===== src/rtl/cpu_defines_pkg.sv =====
// Shared CPU definitions: prefetch queue entry layout, reset vector and address helpers.
package cpu_defines_pkg;

  localparam logic [31:0] RESET_PC_DEFAULT = 32'h0000_0000;

  typedef struct packed {
    logic [31:0] pc;
    logic [31:0] instruction;
  } fetch_entry_t;

  localparam int ENTRY_W = $bits(fetch_entry_t);

  function automatic logic [31:0] word_align(input logic [31:0] addr);
    return addr & 32'hFFFF_FFFC;
  endfunction

endpackage


===== src/rtl/cpu_fifo.sv =====
// Circular FIFO with push/pop/flush; head entry is presented combinationally from storage.
module cpu_fifo #(
  parameter int DEPTH = 4,
  parameter int WIDTH = 64
) (
  input  logic                       clock,
  input  logic                       reset_n,
  input  logic                       push,
  input  logic                       pop,
  input  logic                       flush,
  input  logic [WIDTH-1:0]           wr_data,
  output logic [WIDTH-1:0]           rd_data,
  output logic                       full,
  output logic                       empty,
  output logic [$clog2(DEPTH):0]     count
);

  localparam int PW = $clog2(DEPTH);
  localparam int CW = PW + 1;

  logic [WIDTH-1:0] storage [DEPTH];
  logic [PW-1:0]    wr_ptr;
  logic [PW-1:0]    rd_ptr;

  always_ff @(posedge clock) begin
    if (push) storage[wr_ptr] <= wr_data;
  end

  always_ff @(posedge clock or negedge reset_n) begin
    if (!reset_n) begin
      wr_ptr <= '0;
      rd_ptr <= '0;
      count  <= '0;
    end else if (flush) begin
      wr_ptr <= '0;
      rd_ptr <= '0;
      count  <= '0;
    end else begin
      if (push) wr_ptr <= wr_ptr + PW'(1);
      if (pop)  rd_ptr <= rd_ptr + PW'(1);
      case ({push, pop})
        2'b10:   count <= count + CW'(1);
        2'b01:   count <= count - CW'(1);
        default: count <= count;
      endcase
    end
  end

  assign rd_data = storage[rd_ptr];
  assign full    = (count == CW'(DEPTH));
  assign empty   = (count == '0);

endmodule


===== src/rtl/cpu_prefetch_queue.sv =====
// Instruction prefetch queue: sequential fetch over a single-outstanding bus, with jump/irq redirect.
// state   | meaning
// IDLE    | no bus request outstanding
// REQUEST | request outstanding, response goes into the queue
// DISCARD | request outstanding, response is stale and dropped
module cpu_prefetch_queue
  import cpu_defines_pkg::*;
#(
  parameter int          DEPTH    = 4,
  parameter logic [31:0] RESET_PC = RESET_PC_DEFAULT
) (
  input  logic        i_clock,
  input  logic        i_reset,
  input  logic        i_jump,
  input  logic [31:0] i_jump_pc,
  input  logic        i_irq_pending,
  input  logic [31:0] i_irq_pc,
  output logic        o_irq_dispatched,
  output logic [31:0] o_irq_epc,
  output logic        o_bus_request,
  output logic [31:0] o_bus_address,
  input  logic        i_bus_ready,
  input  logic [31:0] i_bus_rdata,
  output logic        o_valid,
  output logic [31:0] o_pc,
  output logic [31:0] o_instruction,
  input  logic        i_decode_busy,
  output logic        o_fault
);

  localparam int CW = $clog2(DEPTH) + 1;

  typedef enum logic [1:0] {IDLE, REQUEST, DISCARD} state_t;

  state_t       state;
  logic [31:0]  fetch_pc;
  logic [31:0]  bus_address;
  logic         irq_armed;
  logic         fault;
  logic         irq_dispatched;
  logic [31:0]  irq_epc;

  fetch_entry_t head;
  fetch_entry_t wr_entry;
  logic         fifo_full;
  logic         fifo_empty;
  logic         fifo_push;
  logic [CW-1:0] count;
  logic [CW-1:0] count_next;

  logic         irq_take;
  logic         flush;
  logic         done;
  logic         push;
  logic         pop;
  logic         issue;
  logic [31:0]  redirect_pc;
  logic [31:0]  next_base;
  logic [31:0]  epc_now;

  always_comb begin
    irq_take    = i_irq_pending && !i_jump && irq_armed;
    flush       = i_jump || irq_take;
    redirect_pc = word_align(i_jump ? i_jump_pc : i_irq_pc);
    done        = (state != IDLE) && i_bus_ready;
    push        = (state == REQUEST) && i_bus_ready && !flush;
    pop         = o_valid && !i_decode_busy && !flush;
    count_next  = count;
    if (flush)              count_next = '0;
    else if (push && !pop)  count_next = count + CW'(1);
    else if (pop && !push)  count_next = count - CW'(1);
    // Room is judged on post-edge occupancy, so the new request is already counted.
    issue       = ((state == IDLE) || done) && (count_next < CW'(DEPTH));
    next_base   = flush ? redirect_pc : fetch_pc;
    // Return PC is the oldest instruction not yet handed to decode.
    epc_now     = o_valid ? head.pc : ((state == REQUEST) ? bus_address : fetch_pc);
  end

  always_ff @(posedge i_clock or negedge i_reset) begin
    if (!i_reset) begin
      state          <= IDLE;
      fetch_pc       <= RESET_PC;
      bus_address    <= RESET_PC;
      irq_armed      <= 1'b1;
      fault          <= 1'b0;
      irq_dispatched <= 1'b0;
      irq_epc        <= '0;
    end else begin
      if (flush && (state != IDLE) && !i_bus_ready) begin
        state    <= DISCARD;
        fetch_pc <= redirect_pc;
      end else if (issue) begin
        state       <= REQUEST;
        bus_address <= next_base;
        fetch_pc    <= next_base + 32'd4;
      end else if (done) begin
        state <= IDLE;
      end
      irq_dispatched <= irq_take;
      if (irq_take) irq_epc <= epc_now;
      if (irq_take)            irq_armed <= 1'b0;
      else if (!i_irq_pending) irq_armed <= 1'b1;
      if (i_jump && (i_jump_pc[1:0] != 2'b00)) fault <= 1'b1;
    end
  end

  assign wr_entry  = '{pc: bus_address, instruction: i_bus_rdata};
  assign fifo_push = push && (!fifo_full || pop);

  cpu_fifo #(
    .DEPTH (DEPTH),
    .WIDTH (ENTRY_W)
  ) u_fifo (
    .clock   (i_clock),
    .reset_n (i_reset),
    .push    (fifo_push),
    .pop     (pop),
    .flush   (flush),
    .wr_data (wr_entry),
    .rd_data (head),
    .full    (fifo_full),
    .empty   (fifo_empty),
    .count   (count)
  );

  assign o_bus_request    = (state != IDLE);
  assign o_bus_address    = bus_address;
  assign o_valid          = !fifo_empty;
  assign o_pc             = head.pc;
  assign o_instruction    = head.instruction;
  assign o_irq_dispatched = irq_dispatched;
  assign o_irq_epc        = irq_epc;
  assign o_fault          = fault;

endmodule


===== config.mk =====
export PLATFORM = sky130hd
export DESIGN_NAME = cpu_prefetch_queue
export DESIGN_NICKNAME = d
export VERILOG_FILES = /design/src/rtl/cpu_defines_pkg.sv /design/src/rtl/cpu_fifo.sv /design/src/rtl/cpu_prefetch_queue.sv
export SDC_FILE = /design/constraint.sdc
export NUM_CORES = 1
export LEC_CHECK = 0
export BUFFER_PORTS_ARGS = -buffer_cell sky130_fd_sc_hd__buf_4
export CORE_ASPECT_RATIO = 1.25
export CORE_MARGIN = 2
export CORE_UTILIZATION = 40
export DETAILED_ROUTE_END_ITERATION = 10
export PLACE_DENSITY = 0.6
export RECOVER_POWER = 25
export SYNTH_ARGS = -nofsm -noshare
export SYNTH_HDL_FRONTEND = slang
export SYNTH_HIERARCHICAL = 1
export SYNTH_SLANG_ARGS = --single-unit

===== constraint.sdc =====
create_clock -name i_clock -period 4.9 [get_ports i_clock]
set_input_delay 0.245 -clock i_clock [delete_from_list [all_inputs] [get_ports i_clock]]
set_output_delay 0.245 -clock i_clock [all_outputs]
set_load 0.03 [all_outputs]

==> flow_summary_export.csv <==
group,metric,value,unit
critical_path,cp-start-kind,"flip-flop",
synth,syn_avg_cell_area,14.51,sq um
synth,synth_edf_count,256,
detailed_routing,via_per_inst,5.400,
critical_path,end_kind,"flip-flop",
min_path,hp-class,"in -> reg",
cts,numCtsBuffers,36,
synth,ys.flop_type,"edfxtp_1",
critical_path,worstPathArrival,3.88,ns
timing,tightestPinTransition,1.080,ns
final_layout,area_delta_synth_final,22.11,%
grt,grt_pass1_vias,10650,
floorplanning,design.core.area,40010,sq um
placed_design,port_buffers,231,
detailed_routing,drc,0,
timing,fin_crit_sh,70.16,%
grt,antenna_found_initial,0,
critical_path,crit_required,5.34,ns
grt,grtUsageTotal,19.85,%
cts,ctsResizeCount,0,
placed_design,place_ws,1.442,ns
floorplanning,num_io_pins,234,
power,pwr-share-seq,47.9,%
critical_path,crit_start,"irq_armed",
critical_path,critical-path-slowest-cell,"dfstp_2",
final_layout,final_area,19720,sq um
synth,synth_cell_types,71,
power,cell_internal_pwr,5.613,mW
placed_design,post_dp_cell_area,18330,sq um
final_layout,fin_cells,1894,
synth,syn_area,16150,sq um
critical_path,r2r-start,"irq_armed",
floorplanning,start_util,40.36,%
timing,hold_viol,0,
power,powerDensity,394.5,nW/um^2
outcome,status,"complete, no violations",
placed_design,dp_hpwl,27.21,mm
critical_path,crit_type,"reg -> reg",
detailed_routing,via_count,10230,
critical_path,path_delay_family,"simple AND/OR/NAND/NOR gates",
grt,gr-total-overflow,0,
final_layout,diodes,0,
power,p_comb_share,16.8,%
synth,synthCells,1113,
power,power_frac_clock,35.2,%
cts,ctsRootBufferMaster,"clkbuf_16",
final_layout,drive_gt1_share,27.12,%
synth,yosysTopAreaCell,"edfxtp_1",
power,swShare,27.85,%
floorplanning,die_h,228.6,microns
min_path,min_from,"i_irq_pc[22]",
synth,synth-seq-cells,364,
timing,finClkSkew,0.02491,ns
timing,max_clock_freq,290.9,MHz
grt,grt_start_max_net_pins,94,
detailed_routing,drtIter0Drc,730,
run,cap_violations,0,
timing,setup_ws,1.462,ns
power,ir_drop,0.2177,mV
timing,rsz0062_at_grt,"no",
synth,synth-async-reset-ratio,29.67,%
timing,slew_headroom,28.01,%
synth,yosysTopAreaCellShare,47.60,%
timing,finalCriticalPeriod,3.438,ns
synth,ys_top_cells_by_area,"edfxtp_1, dfrtp_1, mux4_2",
placed_design,finalWeightedCongestion,0.8061,
final_layout,nets,1473,
synth,yosys_warnings,6,
cts,cts.clk_slew.worst_paths,0.07,ns
floorplanning,fp-row-count,82,
power,p_leak,7.349,nW
timing,setup_viol,0,
detailed_routing,avgRoutedWirePerCell,21.76,microns
cts,cts_tree,"done",
timing,slew_violations,0,
detailed_routing,dr.pass1.iters,5,
floorplanning,dieArea,42010,sq um
final_layout,nFillCells,3580,
synth,yosys-top-cells-count,"edfxtp_1, nand2_1, dfrtp_1",
detailed_routing,final_antenna_net_count,0,
detailed_routing,routed_wirelength,41.21,mm
critical_path,cpPeakStageDelay,0.70,ns
synth,yosysMostFrequentCell,"edfxtp_1",
cts,clock_path_buffers,3,
cts,clock_insertion_delay_worst_skew,0.54,ns
timing,setup_tns,0,ns
floorplanning,chipWidth,183.7,microns
critical_path,timing.critical_path.buf_inv,1,
power,p_sw,2.167,mW
cts,cts_sinks,364,
placed_design,dp.cells,1795,
cts,cts_max_level,2,
critical_path,crit_chain,"and2_4 -> o311ai_0 -> inv_1 -> ha_1 -> o2111ai_1 -> nor4_4 -> nand3_2 -> mux2_4 -> a211oi_2",
synth,ys_seq_area_share,64.34,%
critical_path,cp_max_fo,24,
grt,grt_pass1_wl,63.80,mm
synth,syn-num-nets,1221,
==> timing repair <==
action / CTS / global route
setup buffers: 0 / 0
hold buffers: 36 / 0
hold endpoints to repair: 189 / 0
==> cell usage in the layout, fill, tap and decap left out, types with 5 or more instances in the layout <==
master         instances
a211o_1                7
a211oi_1               9
a211oi_4               5
a21oi_1               65
a31oi_1                8
and2_1                 5
and2_4                 5
buf_12                 5
buf_4                214
clkbuf_1              41
clkbuf_16             37
clkinv_1               5
dfrtp_1              105
dlygate4sd3_1         36
edfxtp_1             256
ha_1                   5
inv_1                 13
mux2_2                 6
mux2i_1               52
mux4_2                64
nand2_1              107
nand2b_1              19
nand3_1               18
nand4_1                6
nand4b_1               8
nor2_1                71
nor2b_1               10
nor3_1                12
o21ai_0               65
o221ai_1               9
o311a_1                7
o311ai_0               6
o311ai_1               5
xnor2_1               15
xor2_1                 6
==> sequential cells by signal, summed over array words and instances (netlist names), 2 cells and up <==
| signal | flops |
|---|---|
| fetch_pc | 32 |
| o_irq_epc | 32 |
| u_fifo/wr_ptr | 2 |
| o_bus_address | 32 |
| u_fifo/storage | 256 |
| state | 2 |
| u_fifo/rd_ptr | 2 |
| u_fifo/count | 3 |
==> worst min-delay path, delay by kind of cell <==
| family | cells | cell delay (ns) |
|---|---|---|
| mux | 1 | 0.07 |
| compound gates | 1 | 0.16 |
| buf+inv | 1 | 0.08 |
==> area by class of cell <==
class                   instances  area, sq um  share of cell area (%)
repair buffers                287         2187                   11.09
multi-input cells             661         5299                   26.87
flip-flops and latches        364        10400                   52.73
clock inverters                14        147.6                  0.7487
well taps                     504        630.6                   3.198
inverters                      15        56.30                  0.2855
clock buffers                  49         1001                   5.076
==> final timing paths <==
path,to,slack [ns],cells past startpoint
min in group asynchronous,o_irq_epc[6],0.42,2
max in group asynchronous,u_fifo/rd_ptr[1],3.21,3
max,fetch_pc[28],1.46,9
max reg2reg,fetch_pc[28],1.46,9
min reg2reg,o_irq_epc[13],0.48,2
min,fetch_pc[22],0.05,3
==> metal layers <==
metal	GRT usage [%]	wire [microns]
met1	26.04	17450
met2	34.02	20750
met3	3.442	2163
met4	5.350	850
met5	0	0
==> cells by family (layout without fill, tap and decap cells) <==
group,after synthesis,after routing,synth area share [%]
AO/OA/AOI/OAI,214,214,9.080
adder cells (fa/ha/maj),6,6,0.5114
flip-flops,364,364,64.34
buffers and inverters,88,365,2.983
XOR/XNOR,21,21,1.139
AND/OR/NAND/NOR,297,297,9.282
multiplexers,123,123,12.66
==> power groups by stage <==
stage                     registers (mW)  clock network (mW)  logic [mW]
after floorplan                     3.96                   0       0.572
after global placement              3.78                   0        1.30
after detailed placement            3.80                   0        1.31
after CTS                           3.73                2.81        1.34
after global routing                3.76                2.93        1.42
final                               3.73                2.74        1.31
==> through the flow <==
step / hold WS [ns] / util, % / power (mW)
5_1_grt: 0.07474 / 49.28 / 8.120
3_5_place_dp: 0.4498 / 45.81 / 5.108
4_1_cts: 0.02847 / 49.58 / 7.883
3_3_place_gp: 0.4245 / 45.81 / 5.082
2_1_floorplan: -0.05059 / - / 4.531
6_report: 0.05114 / 49.28 / 7.781
Note: power is estimated with default switching activity, not from simulation.
